===== config.mk =====
export PLATFORM = sky130hd
export DESIGN_NAME = oven_cycle_ctrl_flat
export DESIGN_NICKNAME = d
export VERILOG_FILES = /design/src/rtl/oven_pkg.sv /design/src/rtl/oven_cycle_ctrl_if.sv /design/src/rtl/oven_tick_gen.sv /design/src/rtl/oven_cycle_ctrl.sv /design/src/flat_wrapper.sv
export SDC_FILE = /design/constraint.sdc
export NUM_CORES = 1
export LEC_CHECK = 0
export CAP_MARGIN = 10
export CORE_UTILIZATION = 50
export CTS_BUF_LIST = sky130_fd_sc_hd__clkbuf_4 sky130_fd_sc_hd__clkbuf_8
export DETAILED_ROUTE_END_ITERATION = 8
export GPL_TIMING_DRIVEN = 0
export PLACE_DENSITY = 0.74
export SLEW_MARGIN = 20
export SYNTH_ARGS = -nofsm -noshare
export SYNTH_HDL_FRONTEND = slang
export SYNTH_HIERARCHICAL = 1
export SYNTH_SLANG_ARGS = --single-unit

===== constraint.sdc =====
create_clock -name clk -period 3.3 [get_ports clk]
set_input_delay 0.66 -clock clk [delete_from_list [all_inputs] [get_ports clk]]
set_output_delay 0.66 -clock clk [all_outputs]
set_load 0.05 [all_outputs]

===== src/rtl/oven_pkg.sv =====
// ============================================================================
// Module      : oven_pkg
// Description : Shared state encodings, mode codes and helpers for the
//               toaster-oven bake-cycle controller.
// Revision    : 1.0 - initial release
// ============================================================================
`default_nettype none

package oven_pkg;

    typedef logic [1:0] oven_state_t;

    localparam oven_state_t IDLE    = 2'd0;
    localparam oven_state_t PREHEAT = 2'd1;
    localparam oven_state_t BAKE    = 2'd2;
    localparam oven_state_t DONE    = 2'd3;

    localparam logic [3:0] MODE_COLD = 4'd0;
    localparam logic [3:0] MODE_200  = 4'd2;
    localparam logic [3:0] MODE_300  = 4'd3;
    localparam logic [3:0] MODE_400  = 4'd4;

    localparam logic [8:0] TEMP_MAX   = 9'd400;
    localparam logic [2:0] BEEP_TICKS = 3'd6;

    function automatic logic sel_valid(input logic [3:0] sel);
        return (sel == 4'd2) || (sel == 4'd3) || (sel == 4'd4);
    endfunction

    function automatic logic [8:0] target_of(input logic [3:0] sel);
        case (sel)
            4'd2:    return 9'd200;
            4'd3:    return 9'd300;
            default: return TEMP_MAX;
        endcase
    endfunction

    function automatic logic [3:0] mode_of(input logic [8:0] t);
        if (t >= 9'd400)      return MODE_400;
        else if (t >= 9'd300) return MODE_300;
        else if (t >= 9'd200) return MODE_200;
        else                  return MODE_COLD;
    endfunction

endpackage

`default_nettype wire


===== src/rtl/oven_cycle_ctrl_if.sv =====
// ============================================================================
// Module      : oven_cycle_ctrl_if
// Description : User-input / display-output bundle of the bake controller.
//               The beep signal exists only with OVEN_DONE_BEEP_EN defined.
// Revision    : 1.0 - initial release
// ============================================================================
`default_nettype none

interface oven_cycle_ctrl_if;
    logic       start;
    logic       cancel;
    logic [3:0] temp_sel;
    logic [7:0] bake_time;
    logic [3:0] mode;
    logic       done;
    logic       heater_on;
    logic       busy;
    logic [8:0] cur_temp;
    logic [7:0] time_left;
`ifdef OVEN_DONE_BEEP_EN
    logic       beep;
`endif

    modport master (
        output start, cancel, temp_sel, bake_time,
        input  mode, done, heater_on, busy, cur_temp, time_left
`ifdef OVEN_DONE_BEEP_EN
        , input beep
`endif
    );

    modport slave (
        input  start, cancel, temp_sel, bake_time,
        output mode, done, heater_on, busy, cur_temp, time_left
`ifdef OVEN_DONE_BEEP_EN
        , output beep
`endif
    );
endinterface

`default_nettype wire


===== src/rtl/oven_tick_gen.sv =====
// ============================================================================
// Module      : oven_tick_gen
// Description : Free-running 0..TICK_DIV-1 divider; tick is high for the
//               single cycle the count sits at TICK_DIV-1.
// Revision    : 1.0 - initial release
// ============================================================================
`default_nettype none

module oven_tick_gen #(
    parameter int TICK_DIV = 100_000_000
) (
    input  logic clk,
    input  logic reset,
    output logic tick
);
    localparam int CW = (TICK_DIV > 2) ? $clog2(TICK_DIV) : 1;

    logic [CW-1:0] cnt_q;
    logic [CW-1:0] cnt_d;

    always_comb begin
        tick  = (cnt_q == CW'(TICK_DIV - 1));
        cnt_d = tick ? '0 : cnt_q + CW'(1);
    end

    always_ff @(posedge clk) begin
        if (reset) cnt_q <= '0;
        else       cnt_q <= cnt_d;
    end
endmodule

`default_nettype wire


===== src/rtl/oven_cycle_ctrl.sv =====
// ============================================================================
// Module      : oven_cycle_ctrl
// Description : Toaster-oven bake sequencer: preheat ramp, timed bake,
//               done/cool-down, with a modelled cabinet temperature.
//               Optional macro OVEN_DONE_BEEP_EN adds a done beeper.
// Revision    : 1.0 - initial release
// ============================================================================
`default_nettype none

module oven_cycle_ctrl
    import oven_pkg::*;
#(
    parameter int TICK_DIV  = 100_000_000,
    parameter int AMBIENT   = 70,
    parameter int RAMP_STEP = 25
) (
    input  logic             clk,
    input  logic             reset,
    oven_cycle_ctrl_if.slave bus
);
    localparam logic [9:0] AMB10  = 10'(AMBIENT);
    localparam logic [9:0] STEP10 = 10'(RAMP_STEP);

    logic        w_tick;
    logic        w_start_edge;
    logic        w_start_ok;
    logic [9:0]  w_up_sum;
    logic [9:0]  w_down_sum;
    logic [8:0]  w_heat_temp;
    logic [8:0]  w_cool_temp;

    oven_state_t state_q, state_d;
    logic        start_q;
    logic [8:0]  target_q, target_d;
    logic [8:0]  temp_q, temp_d;
    logic [7:0]  time_q, time_d;
    logic [3:0]  mode_q;
    logic        done_q, heater_q, busy_q;

    oven_tick_gen #(.TICK_DIV(TICK_DIV)) u_tick (
        .clk   (clk),
        .reset (reset),
        .tick  (w_tick)
    );

    // Heating saturates at the target, which also snaps a warm restart down.
    always_comb begin
        w_start_edge = bus.start & ~start_q;
        w_start_ok   = w_start_edge & sel_valid(bus.temp_sel);
        w_up_sum     = {1'b0, temp_q} + STEP10;
        w_down_sum   = {1'b0, temp_q} - STEP10;
        w_heat_temp  = (w_up_sum >= {1'b0, target_q}) ? target_q : w_up_sum[8:0];
        w_cool_temp  = ({1'b0, temp_q} >= AMB10 + STEP10) ? w_down_sum[8:0] : AMB10[8:0];
    end

    always_comb begin
        state_d  = state_q;
        target_d = target_q;
        temp_d   = temp_q;
        time_d   = time_q;
        if (bus.cancel) begin
            state_d = IDLE;
            time_d  = 8'd0;
        end else begin
            case (state_q)
                IDLE: begin
                    if (w_tick) temp_d = w_cool_temp;
                    if (w_start_ok) begin
                        state_d  = PREHEAT;
                        target_d = target_of(bus.temp_sel);
                        time_d   = bus.bake_time;
                    end
                end
                PREHEAT: begin
                    if (w_tick) temp_d = w_heat_temp;
                    if (temp_q == target_q) state_d = (time_q != 8'd0) ? BAKE : DONE;
                end
                BAKE: begin
                    temp_d = target_q;
                    if (w_tick && time_q != 8'd0) begin
                        time_d = time_q - 8'd1;
                        if (time_q == 8'd1) state_d = DONE;
                    end
                end
                DONE: begin
                    if (w_tick) temp_d = w_cool_temp;
                    if (w_start_ok) begin
                        state_d  = PREHEAT;
                        target_d = target_of(bus.temp_sel);
                        time_d   = bus.bake_time;
                    end else if (temp_q == AMB10[8:0]) begin
                        state_d = IDLE;
                    end
                end
                default: state_d = IDLE;
            endcase
        end
    end

    always_ff @(posedge clk) begin
        if (reset) begin
            state_q  <= IDLE;
            start_q  <= 1'b0;
            target_q <= AMB10[8:0];
            temp_q   <= AMB10[8:0];
            time_q   <= 8'd0;
            mode_q   <= MODE_COLD;
            done_q   <= 1'b0;
            heater_q <= 1'b0;
            busy_q   <= 1'b0;
        end else begin
            state_q  <= state_d;
            start_q  <= bus.start;
            target_q <= target_d;
            temp_q   <= temp_d;
            time_q   <= time_d;
            mode_q   <= mode_of(temp_d);
            done_q   <= (state_d == DONE);
            heater_q <= (state_d == PREHEAT) || (state_d == BAKE);
            busy_q   <= (state_d != IDLE);
        end
    end

    assign bus.mode      = mode_q;
    assign bus.done      = done_q;
    assign bus.heater_on = heater_q;
    assign bus.busy      = busy_q;
    assign bus.cur_temp  = temp_q;
    assign bus.time_left = time_q;

`ifdef OVEN_DONE_BEEP_EN
    logic       beep_q, beep_d;
    logic [2:0] beep_cnt_q, beep_cnt_d;

    // The tick that enters DONE does not count as a beep tick.
    always_comb begin
        beep_d     = beep_q;
        beep_cnt_d = beep_cnt_q;
        if (state_d != DONE || state_q != DONE) begin
            beep_d     = 1'b0;
            beep_cnt_d = 3'd0;
        end else if (w_tick && beep_cnt_q < BEEP_TICKS) begin
            beep_d     = ~beep_q;
            beep_cnt_d = beep_cnt_q + 3'd1;
        end
    end

    always_ff @(posedge clk) begin
        if (reset) begin
            beep_q     <= 1'b0;
            beep_cnt_q <= 3'd0;
        end else begin
            beep_q     <= beep_d;
            beep_cnt_q <= beep_cnt_d;
        end
    end

    assign bus.beep = beep_q;
`endif
endmodule

`default_nettype wire

===== src/flat_wrapper.sv =====
// flat-port wrapper written by rule: the top's interface ports become plain ports
module oven_cycle_ctrl_flat import oven_pkg::*;
#(
    parameter int TICK_DIV  = 100_000_000,
    parameter int AMBIENT   = 70,
    parameter int RAMP_STEP = 25
)
  (clk, reset, bus_start, bus_cancel, bus_temp_sel, bus_bake_time, bus_mode, bus_done, bus_heater_on, bus_busy, bus_cur_temp, bus_time_left);
  oven_cycle_ctrl_if bus_i ();
  input  logic clk;
  input  logic reset;
  input wire logic [$bits(bus_i.start)-1:0] bus_start;
  input wire logic [$bits(bus_i.cancel)-1:0] bus_cancel;
  input wire logic [$bits(bus_i.temp_sel)-1:0] bus_temp_sel;
  input wire logic [$bits(bus_i.bake_time)-1:0] bus_bake_time;
  output wire logic [$bits(bus_i.mode)-1:0] bus_mode;
  output wire logic [$bits(bus_i.done)-1:0] bus_done;
  output wire logic [$bits(bus_i.heater_on)-1:0] bus_heater_on;
  output wire logic [$bits(bus_i.busy)-1:0] bus_busy;
  output wire logic [$bits(bus_i.cur_temp)-1:0] bus_cur_temp;
  output wire logic [$bits(bus_i.time_left)-1:0] bus_time_left;
  assign bus_i.start = bus_start;
  assign bus_i.cancel = bus_cancel;
  assign bus_i.temp_sel = bus_temp_sel;
  assign bus_i.bake_time = bus_bake_time;
  assign bus_mode = bus_i.mode;
  assign bus_done = bus_i.done;
  assign bus_heater_on = bus_i.heater_on;
  assign bus_busy = bus_i.busy;
  assign bus_cur_temp = bus_i.cur_temp;
  assign bus_time_left = bus_i.time_left;
  oven_cycle_ctrl #(.TICK_DIV(TICK_DIV), .AMBIENT(AMBIENT), .RAMP_STEP(RAMP_STEP)) u_core (.clk(clk), .reset(reset), .bus(bus_i));
endmodule

==> results.tsv <==
stage	metric	value	unit
status	outcome	finished, violations left	
status	violations	negative setup slack	
synth	synthTopCellsByCount	61 x dfxtp_1, 46 x nor2_1, 40 x nand2_1	
global_routing	grt_pass1_wl	17100	um
routing	num_vias	3899	
placed_design	gp_congestion	0.892	
sta	fin_ws	-0.0898	ns
clock_tree	cts_tree	done	
synth	syn-num-nets	509	
finish	postLayoutCellArea	4920	sq um
critical_path	worstSetupEndpointType	flip-flop	
die	num_rows	31	
critical_path	start_kind	flip-flop	
power_and_ir_drop	ir_drop	0.000286	V
min_path	hold_class	flip-flop to flip-flop	
synth	ys_seq_area_frac	0.315	
clock_tree	cts_made_buffers	9	
synth	synth_most_common_cell	dfxtp_1	
routing	via_per_inst	5.99	
finish	diodes	0	
clock_tree	clk_pin_slew_worst_paths	0.07	ns
global_routing	grt_pass1_vias	3611	
sta	finalCritPeriodShare	1.03	
critical_path	required	3.57	ns
die	die-area	8110	sq um
critical_path	path_max_fanout	7	
synth	synthCells	473	
critical_path	max_stage_delay	0.51	ns
global_routing	grt_max_degree	11	
finish	seqCellArea	1230	sq um
sta	skew	0.0124	ns
die	coreArea	7370	sq um
die	die_w	90.1	um
routing	drt_first_iter_violations	258	
critical_path	critPathKind	flip-flop to flip-flop	
global_routing	grt_usage	0.258	
synth	synth_area	3880	sq um
routing	routed_wl	10400	um
finish	multi_input_area	2540	sq um
job	maxCapViolations	0	
placed_design	io_buffers	38	
die	die_y	90.1	um
synth	synthTopCellsByArea	dfxtp_1 31%, ha_1 6.5%, xor2_1 5.0%	
clock_tree	htreeDepth	3	
placed_design	place_hpwl	7170	um
sta	period_minus_slack	3.39	ns
placed_design	dp.cells	610	
sta	rsz0062_at_grt	true	
clock_tree	clk_latency	0.34	ns
clock_tree	cts_hold_buf	0	
synth	synth_cell_type_count	73	
sta	finalSetupViolCount	2	
clock_tree	clock_path_buffers	2	
sta	finalHoldViolCount	0	
power_and_ir_drop	leakagePower	1.81	nW
finish	fillers	601	
die	io_pins	40	
finish	drive_gt1_frac	0.185	
finish	layout.cells.non_filler	651	
synth	yosysWarnings	6	
placed_design	dp_slack	-0.324	ns
global_routing	grt_overflow	0	
finish	fin_nets	584	
sta	fmax	295	MHz
sta	tightest_slew	0.757	ns
critical_path	slowest_stage	or4b_1	
finish	area_growth	26.9	%
routing	dr.pass1.iters	5	
critical_path	crit_chain	buf_6 -> a311oi_4 -> xnor2_1 -> ha_1 -> nand4_1 -> o211ai_1 -> o221ai_2 -> and2_4 -> buf_8 -> o311a_1 -> and3_1 -> or4b_1 -> o2bb2ai_1	
routing	ant_nets	0	
critical_path	crit_family	compound AO/OA/AOI/OAI gates	
sta	slew-limit-headroom	0.488	
routing	wl_per_cell	16.0	um
sta	drv_slew	0	
synth	ys_ff_latch	61	
placed_design	placed_area	4410	sq um
critical_path	critPathBufInv	2	
synth	synth_ff_type	dfxtp_1	
die	initial_utilization	0.526	
synth	ys_async_sr_fraction	0	
clock_tree	root_buffer	clkbuf_8	
global_routing	antenna_found_initial	0	
clock_tree	cts.sinks	61	
synth	yosysTopAreaCell	dfxtp_1	
sta	timing.setup.tns	-0.169	ns
power_and_ir_drop	p_per_area	331	nW/um^2
routing	drc	0	
synth	avgSynthCellArea	8.20	sq um
synth	synth_top_cell_area_share	0.315	
synth	synth_edf_count	0	
critical_path	arrival	3.66	ns
[cell type report]
cell class | instances | area share
plain buffers | 27 | 0.0343
clock buffers | 11 | 0.0307
clock inverters | 4 | 0.00966
inverters | 22 | 0.0168
multi-input cells | 363 | 0.516
flip-flops and latches | 61 | 0.251
well taps | 99 | 0.0252
repair buffers | 64 | 0.117
[final timing paths]
| check | startpoint | to | slack, ns | depth (start not counted) |
|---|---|---|---|---|
| worst max-delay path | u_core/bus.cur_temp[0] | u_core/bus.mode[1] | -0.09 | 13 |
| worst max register to register | u_core/bus.cur_temp[0] | u_core/bus.mode[1] | -0.09 | 13 |
| worst min register to register | u_core/u_tick/cnt_q[0] | u_core/u_tick/cnt_q[0] | 0.46 | 1 |
| worst min-delay path | u_core/u_tick/cnt_q[0] | u_core/u_tick/cnt_q[0] | 0.46 | 1 |
[per-layer routing]
metal | routed length (um) | GRT usage
met5 | 0 | 0
met4 | 297 | 0.0981
met3 | 754 | 0.0618
met2 | 4890 | 0.427
met1 | 4480 | 0.325
[cells in the final DEF, fill, tap and decap left out, types with 5 or more instances in the layout]
cell             netlist  final
a22oi_1                7      7
nor4_1                 6      5
buf_4                  5     30
nand3_1               16     16
clkbuf_8               0     11
xnor2_1                8      8
or4_1                  5      5
a21oi_1               31     30
a211oi_1               8      6
clkbuf_1              11      8
nand4_1               15     15
xor2_1                22     22
o21ai_0               19     19
ha_1                  20     18
nor3_1                 8      8
clkdlybuf4s50_1        0     38
dfxtp_1               61     53
o31ai_1                7      7
and3_1                 5      5
nand2_1               40     40
inv_1                 21     20
dfxtp_2                0      7
nor2_1                46     45
nand2b_1               9      9
or3_1                  6      6
[logic make-up after synthesis]
kind of cell               Yosys count  synth area share
DFF                                 61             0.315
xor gates and xnor gates            30            0.0677
muxes                                5            0.0145
and+or+nand+nor                    186             0.255
adders and majority gates           20            0.0645
AOI/OAI and AO/OA                  121             0.221
buffers and inverters               49            0.0613
other                                1          0.000967
[power by group]
part	switching (mW)	leakage [nW]	internal [mW]
combinational	0.113	1.21	0.0893
clock	0.288	0.101	0.383
sequential	0.0120	0.494	0.747
[what timing repair did]
item                                    in CTS  in global routing
pin swaps                                   14                 10
resized for setup                           15                 14
gates cloned                                 0                  0
hold endpoints to repair                     0                  0
endpoints found under the setup margin      12                  9
setup buffers                               22                  4
[sequential cells by signal, indices dropped and copies added (netlist names)]
name / cells
u_core/start_q: 1
u_core/bus.cur_temp: 9
u_core/bus.heater_on: 1
u_core/bus.done: 1
u_core/bus.mode: 3
u_core/bus.busy: 1
u_core/state_q: 2
u_core/target_q: 8
u_core/bus.time_left: 8
u_core/u_tick/cnt_q: 27
[worst register-to-register path: cells and delay by family, from the launching register on]
family | cells | cell delay, ns
flip-flops | 1 | 0.33
XOR/XNOR | 1 | 0.17
adder cells (fa/ha/maj) | 1 | 0.33
AO/OA/AOI/OAI | 5 | 1.24
buffers and inverters | 2 | 0.27
AND/OR/NAND/NOR | 4 | 0.99
[stage by stage]
stage          hold slack (ns)   util  power (mW)
2_1_floorplan            0.434      -       0.892
3_3_place_gp             0.451  0.598       0.950
3_5_place_dp             0.460  0.598       0.952
4_1_cts                  0.464  0.657        1.64
5_1_grt                  0.487  0.668        1.70
6_report                 0.463  0.668        1.63
No activity file was read; power rests on OpenSTA's default activity.
